### config.mk
export PLATFORM = sky130hd
export DESIGN_NAME = shift_seq_8bit
export DESIGN_NICKNAME = d
export VERILOG_FILES = /design/src/rtl/shift_seq_pkg.sv /design/src/rtl/btn_sync_edge.sv /design/src/rtl/shift_seq_8bit.sv
export SDC_FILE = /design/constraint.sdc
export NUM_CORES = 1
export LEC_CHECK = 0
export CAP_MARGIN = 20
export CORE_MARGIN = 1
export CORE_UTILIZATION = 43
export DETAILED_ROUTE_END_ITERATION = 10
export GPL_ROUTABILITY_DRIVEN = 1
export HOLD_SLACK_MARGIN = 0.08
export PLACE_DENSITY = 0.76
export REMOVE_ABC_BUFFERS = 1
export SETUP_SLACK_MARGIN = 0.02
export SYNTH_ARGS = -nofsm -noshare
export SYNTH_HDL_FRONTEND = slang
export SYNTH_SLANG_ARGS = --single-unit
### constraint.sdc
create_clock -name clk -period 1.5 [get_ports clk]
set_input_delay 0.3 -clock clk [delete_from_list [all_inputs] [get_ports clk]]
set_output_delay 0.3 -clock clk [all_outputs]
set_load 0.005 [all_outputs]
### src/rtl/shift_seq_pkg.sv
// Shared FSM states, direction codes and the single-step shift/rotate function
// used by the sequential shifter.
package shift_seq_pkg;

  typedef enum logic [1:0] {S_IDLE, S_LOAD, S_SHIFT, S_DONE} state_t;

  localparam logic DIR_LEFT  = 1'b0;
  localparam logic DIR_RIGHT = 1'b1;

  // Step operates on a wide zero-extended word; msb marks the real register top.
  localparam int STEP_MAX_W = 32;
  localparam int STEP_IDX_W = 5;

  function automatic logic [STEP_MAX_W-1:0] shift_step(
    input logic [STEP_MAX_W-1:0] r,
    input logic [STEP_IDX_W-1:0] msb,
    input logic                  dir,
    input logic                  rot,
    input logic                  fill
  );
    logic                  in_bit;
    logic [STEP_MAX_W-1:0] res;
    in_bit = fill;
    res    = r;
    if (dir == DIR_LEFT) begin
      in_bit = rot ? r[msb] : fill;
      res    = (r << 1) | STEP_MAX_W'(in_bit);
    end
    if (dir == DIR_RIGHT) begin
      in_bit = rot ? r[0] : fill;
      res    = (r >> 1) | (STEP_MAX_W'(in_bit) << msb);
    end
    return res;
  endfunction

endpackage

### src/rtl/btn_sync_edge.sv
// Multi-flop synchronizer for an asynchronous button with a rising-edge pulse.
// The pulse is held off until the chain has refilled after reset.
module btn_sync_edge #(
  parameter int SYNC_STAGES = 2
) (
  input  logic clk,
  input  logic rst,
  input  logic din,
  output logic level,
  output logic rise
);

  logic [SYNC_STAGES-1:0] sync_q;
  logic                   prev_q;
  logic [SYNC_STAGES:0]   vld_pipe;

  always_ff @(posedge clk) begin
    if (rst) begin
      sync_q   <= '0;
      prev_q   <= 1'b0;
      vld_pipe <= '0;
    end else begin
      sync_q   <= {sync_q[SYNC_STAGES-2:0], din};
      prev_q   <= sync_q[SYNC_STAGES-1];
      vld_pipe <= {vld_pipe[SYNC_STAGES-1:0], 1'b1};
    end
  end

  assign level = sync_q[SYNC_STAGES-1];
  // A button held through reset must not look like a fresh press.
  assign rise  = vld_pipe[SYNC_STAGES] & level & ~prev_q;

endmodule

### src/rtl/shift_seq_8bit.sv
// Button-started shifter: loads switch data, then shifts/rotates it one
// position per step with a start/busy/done handshake on the LEDs.
module shift_seq_8bit
  import shift_seq_pkg::*;
#(
  parameter int WIDTH       = 8,
  parameter int AMT_W       = 2,
  parameter int SYNC_STAGES = 2,
  parameter int STEP_DIV    = 1
) (
  input  logic                     clk,
  input  logic                     rst,
  input  logic [WIDTH+AMT_W+1:0]   sw,
  input  logic [1:0]               btn,
  output logic [WIDTH-1:0]         led,
  output logic                     busy,
  output logic                     done
);

  localparam int DIV_W   = (STEP_DIV > 1) ? $clog2(STEP_DIV) : 1;
  localparam int DIR_BIT = WIDTH + AMT_W;
  localparam int ROT_BIT = WIDTH + AMT_W + 1;

  logic [1:0] btn_lvl, btn_rise;

  for (genvar i = 0; i < 2; i++) begin : g_btn
    btn_sync_edge #(.SYNC_STAGES(SYNC_STAGES)) u_sync (
      .clk  (clk),
      .rst  (rst),
      .din  (btn[i]),
      .level(btn_lvl[i]),
      .rise (btn_rise[i])
    );
  end

  logic start_p, fill_s, sync_unused;
  assign start_p     = btn_rise[1];
  assign fill_s      = btn_lvl[0];
  assign sync_unused = btn_lvl[1] ^ btn_rise[0];

  logic [AMT_W-1:0] sw_amt;
  assign sw_amt = sw[WIDTH +: AMT_W];

  state_t           state;
  logic [AMT_W-1:0] amt_q;
  logic [DIV_W-1:0] div_cnt;
  logic             dir_q, rot_q, fill_q;

  always_ff @(posedge clk) begin
    if (rst) begin
      state   <= S_IDLE;
      led     <= '0;
      busy    <= 1'b0;
      done    <= 1'b0;
      amt_q   <= '0;
      div_cnt <= '0;
      dir_q   <= 1'b0;
      rot_q   <= 1'b0;
      fill_q  <= 1'b0;
    end else begin
      done <= 1'b0;
      case (state)
        S_IDLE: if (start_p) state <= S_LOAD;
        S_LOAD: begin
          led     <= sw[WIDTH-1:0];
          amt_q   <= sw_amt;
          dir_q   <= sw[DIR_BIT];
          rot_q   <= sw[ROT_BIT];
          fill_q  <= fill_s;
          busy    <= 1'b1;
          div_cnt <= '0;
          state   <= (sw_amt == '0) ? S_DONE : S_SHIFT;
        end
        S_SHIFT: begin
          if (div_cnt == DIV_W'(STEP_DIV - 1)) begin
            div_cnt <= '0;
            led     <= WIDTH'(shift_step(STEP_MAX_W'(led), STEP_IDX_W'(WIDTH - 1),
                                         dir_q, rot_q, fill_q));
            amt_q   <= amt_q - 1'b1;
            if (amt_q == AMT_W'(1)) state <= S_DONE;
          end else begin
            div_cnt <= div_cnt + 1'b1;
          end
        end
        S_DONE: begin
          busy  <= 1'b0;
          done  <= 1'b1;
          state <= S_IDLE;
        end
        default: state <= S_IDLE;
      endcase
    end
  end

endmodule
After elaboration in Yosys (flattened, before gate mapping) --
Cells that the tools add are included.
Storage, ports and cells: register bits after elaboration 26, bits in latches 0, memory bits (writable) 0, memory bits (read-only) 0, bits of input ports 16, output and inout bits 10, logic and storage cells 51, memories kept 0
Cells by class: $add $sub $neg 2, $mul 0, divide/modulo/power cells 0, magnitude comparators 0, eq/ne operators 7, shifts and indexed selects 0, mux-type cells 17, bitwise gates (word level) 5, reduce and logical (&&, ||, !) cells 6
Operators with widths (number):
- $mux W8 | 2
- $pmux W8 S2 | 1
- $mux W2 | 4
- $or A7 B8 Y8 | 1
- $or A8 B1 Y8 | 1
- $pmux W2 S4 | 1
- $mux W1 | 6
- $eq A2 B1 Y1 const B | 2
- $eq A2 B2 Y1 const B | 2
- $logic_not A2 Y1 | 2
- $ne A2 B2 Y1 const B | 2
- $pmux W1 S2 | 2
- $pmux W2 S2 | 1
- $reduce_bool A2 Y1 | 2
- $reduce_and A3 Y1 | 1
- $and A1 B1 Y1 | 2
- $ne A2 B1 Y1 const B | 1
- $reduce_and A2 Y1 | 1
- $sub A2 B1 Y2 const B | 1
- $add A1 B1 Y1 const B | 1
- $not A1 Y1 | 1

Longest topological paths before layout --
depth after elaboration 5, depth in mapped cells 7, depth with buffers taken out 6

Cells and area by module --
From an unflattened synthesis, not the netlist that was laid out.
Unflattened totals: cell total of the unflattened synthesis 130, area total of the unflattened synthesis 1256.2 sq um
By module, submodules not included:
- shift_seq_8bit | times used 1, cells each 104, area an instance 928.4 sq um, sequential area each 340.3 sq um
- btn_sync_edge | times used 2, cells each 13, area an instance 163.9 sq um, sequential area each 120.1 sq um

Worst setup path after synthesis --
No wires, ideal clock.
path kind flip-flop to flip-flop, from register state[0], to register state[0], library setup time 86 ps, data arrival time 1346 ps, data required time 1414 ps, path slack 67 ps, stages on the path, launching flop included 8, buffers on the path 1, period minus slack after synthesis 1433 ps, cell sequence dfxtp_1 inv_1 ha_1 buf_6 nor2b_4 a21oi_4 o21ai_2 a221oi_2
On the way: word-level cells in the longest chain between the ends 3, elaborated cells on any way between the ends 9, classes of those cells eq/ne: 6; mux: 1; reduce/logical: 2
Ends and longest elaborated chain:
- start, declared | RTL line shift_seq_8bit.sv:44 | state_t state;
- start signal, assigned | RTL line shift_seq_8bit.sv:72 | state <= (sw_amt == '0) ? S_DONE : S_SHIFT;
- $eq A2 B2 Y1 or $logic_not A2 Y1 (tied branches) | RTL line shift_seq_8bit.sv:62 | case (state)
- $ne A2 B2 Y1 (no source line) or $ne A2 B1 Y1 (tied branches)
- $reduce_and A3 Y1 (no source line)
Several ways; a longest one is shown, not always the timed one. A chain may end at the register's enable or synchronous reset.

Worst setup path in the final report --
from register state[1], to register state[0]
The elaborated chain is that of the path after synthesis.

==> out/results.tsv <==
metric	value	unit
outcome	finished clean	
Via Count	921	
Initial DRC Count	2	
first-pass GRT wire length	3840	µm
startpoint types	flip-flop	
Pwr Density	1390	nW/µm²
Crit path max-delay family	compound AO/OA/AOI/OAI gates	
Min Clock Period, post-route	1.41	ns
initial core utilization	45.6	%
Setup Skew	0.00984	ns
dominant cell type by area after synthesis	dfxtp_1	
Die W	53.3	µm
DRT antenna net count	0	
CTS sink cnt	25	
Worst EP arrival	1.64	ns
Setup violations, final	0	
Max Freq	712	MHz
Unique masters post-synth	21	
I/O Buffers	25	
CP bufs+invs	1	
Setup WS post-layout	0.0946	ns
# rows	18	
initial antenna violation count	0	
Setup WS pre-CTS	0.0152	ns
clk_lat worst skew	0.32	ns
Slew @ Worst Pin	0.305	ns
Worst slew margin	79.6	%
# diodes	0	
Die Ht	53.3	µm
synth top area cells	dfxtp_1 (44%), mux2i_1 (13%), ha_1 (6.6%)	
post-layout util	62.4	%
Total GRT Usage	19.4	%
period utilization	93.7	%
share of cells above drive strength 1	22.1	%
core area	2480	µm²
CTS tree	built	
synth warn	0	
Worst Path Required	1.73	ns
cts hold-fix bufs	0	
Setup CP Type	reg -> reg	
HP Class	reg -> reg	
Final Max Tran Viols	0	
clock slew at reported path FFs	0.13	ns
Cell Area, Synth	1130	µm²
largest net degree at the start of global routing	17	
worst vdd ir	0.00108	V
CP Max Fanout	4	
via count of the first global-routing pass	898	
register area share after synthesis	44.3	%
TritonRoute pass-1 iters	4	
CP cell instances	buf_4 -> ha_1 -> nor2b_4 -> a21oi_4 -> o21ai_2 -> a221oi_2	
GRT overflow	0	
Boundary Pins	26	
Crit. End Element	flip-flop	
Post-Route WL	2310	µm
RSZ-0062 raised after global routing	false	
DRC	0	
clk buf depth	2	
clk root buf	clkbuf_4	
Avg Inst Size Synth	9.57	µm²
post-DP HPWL	1610	µm
Fin. Hold Viols	0	
maxcap violations	0	
Num CTS Buffers	3	
CP max-delay cell	dfxtp_1	
RePlAce Congestion	0.792	
leakage	0.701	nW
max incr delay on CP	0.34	ns
H-tree levels	1	
die area	2840	µm²
fill cell count	222	
Final nets	177	
Routed WL per cell	12.6	µm
Yosys top cell area share	44.3	%
routed vias/inst	5.01	
FF+latch count, synth	25	
area grow syn2layout	36.9	%
Syn Inst Count	118	
worst paths after layout:
| check | start | endpoint | slack [ns] | depth (start not counted) |
|---|---|---|---|---|
| setup / recovery | state[1] | state[0] | 0.09 | 6 |
| setup reg to reg | state[1] | state[0] | 0.09 | 6 |
| hold / removal | g_btn[1].u_sync.vld_pipe[0] | g_btn[1].u_sync.vld_pipe[1] | 0.45 | 1 |
| hold reg to reg | g_btn[1].u_sync.vld_pipe[0] | g_btn[1].u_sync.vld_pipe[1] | 0.45 | 1 |
what timing repair did:
action                                  in CTS  in global routing
endpoints found under the setup margin      15                 19
gates resized for setup                     12                 15
setup buffers                                7                  0
where the power goes:
group,switching [mW],internal [mW],leakage [nW]
sequential,0.0965,0.823,0.209
clock,0.192,0.104,0.0150
combinational,0.427,0.512,0.476
cells in the mapped netlist:
cell type,n
a21oi_4,1
o21ai_2,1
ha_1,6
buf_6,1
mux2i_1,15
o22ai_1,7
a211oi_1,4
nor2_1,10
a21oi_1,1
nand2_1,8
a221oi_2,1
clkbuf_1,4
inv_1,6
nand2b_1,6
o21ai_0,9
nor2b_4,1
dfxtp_1,25
nor2b_1,8
buf_2,2
nand3b_1,1
nor3_1,1
through the flow:
step / power (mW) / instances / setup TNS (ns) / cell area (µm²) / hold WS (ns)
floorplan: 1.44 / 111 / -0.0267 / 1090 / 0.366
global placement: 1.73 / 173 / 0 / 1430 / 0.416
detailed placement: 1.77 / 173 / 0 / 1430 / 0.425
CTS: 2.17 / 184 / 0 / 1520 / 0.456
global route: 2.31 / 184 / 0 / 1550 / 0.474
finish: 2.15 / 184 / 0 / 1550 / 0.450
layout by cell type (no fill, tap or decap), types with 2 or more instances in the layout:
| cell type | n |
|---|---|
| nor2b_1 | 8 |
| clkbuf_4 | 3 |
| dlymetal6s2s_1 | 8 |
| clkdlybuf4s50_1 | 15 |
| nor2_1 | 10 |
| dlygate4sd2_1 | 2 |
| o21ai_1 | 4 |
| o21ai_0 | 5 |
| buf_4 | 14 |
| ha_1 | 5 |
| inv_1 | 5 |
| a211oi_1 | 4 |
| mux2i_1 | 15 |
| o22ai_1 | 7 |
| nand2_1 | 8 |
| dfxtp_2 | 11 |
| nand2b_1 | 6 |
| dfxtp_1 | 14 |
state kept, by name, summed over array words and instances, names as in the netlist:
register	count
busy	1
amt_q	2
g_btn.u_sync.sync_q	4
rot_q	1
g_btn.u_sync.vld_pipe	3
dir_q	1
done	1
state	2
led	8
g_btn.u_sync.prev_q	1
fill_q	1
routing by layer:
layer,up-vias,global-route usage (%),wire [µm]
met5,-,0,0
met4,0,10.5,44
met3,4,2.87,103
met2,22,33.8,1110
met1,424,22.4,1060
li1,471,-,-
final cells by class:
type | count | area (µm²) | share of cell area [%]
clock buffers | 4 | 26.3 | 1.70
inverters | 6 | 22.5 | 1.46
multi-input cells | 80 | 573 | 37.1
flip-flops and latches | 25 | 514 | 33.3
well taps | 30 | 37.5 | 2.43
repair buffers | 39 | 373 | 24.1
cell families (layout without fill, tap and decap cells):
group | after synthesis | count (layout) | synth area share [%]
multiplexers | 15 | 15 | 13.3
AO/OA/AOI/OAI | 24 | 24 | 14.5
AND/OR/NAND/NOR | 35 | 35 | 16.1
buffers and inverters | 13 | 49 | 5.20
flip-flops | 25 | 25 | 44.3
adder cells (fa/ha/maj) | 6 | 6 | 6.64
No activity file was read; power rests on OpenSTA's default activity.
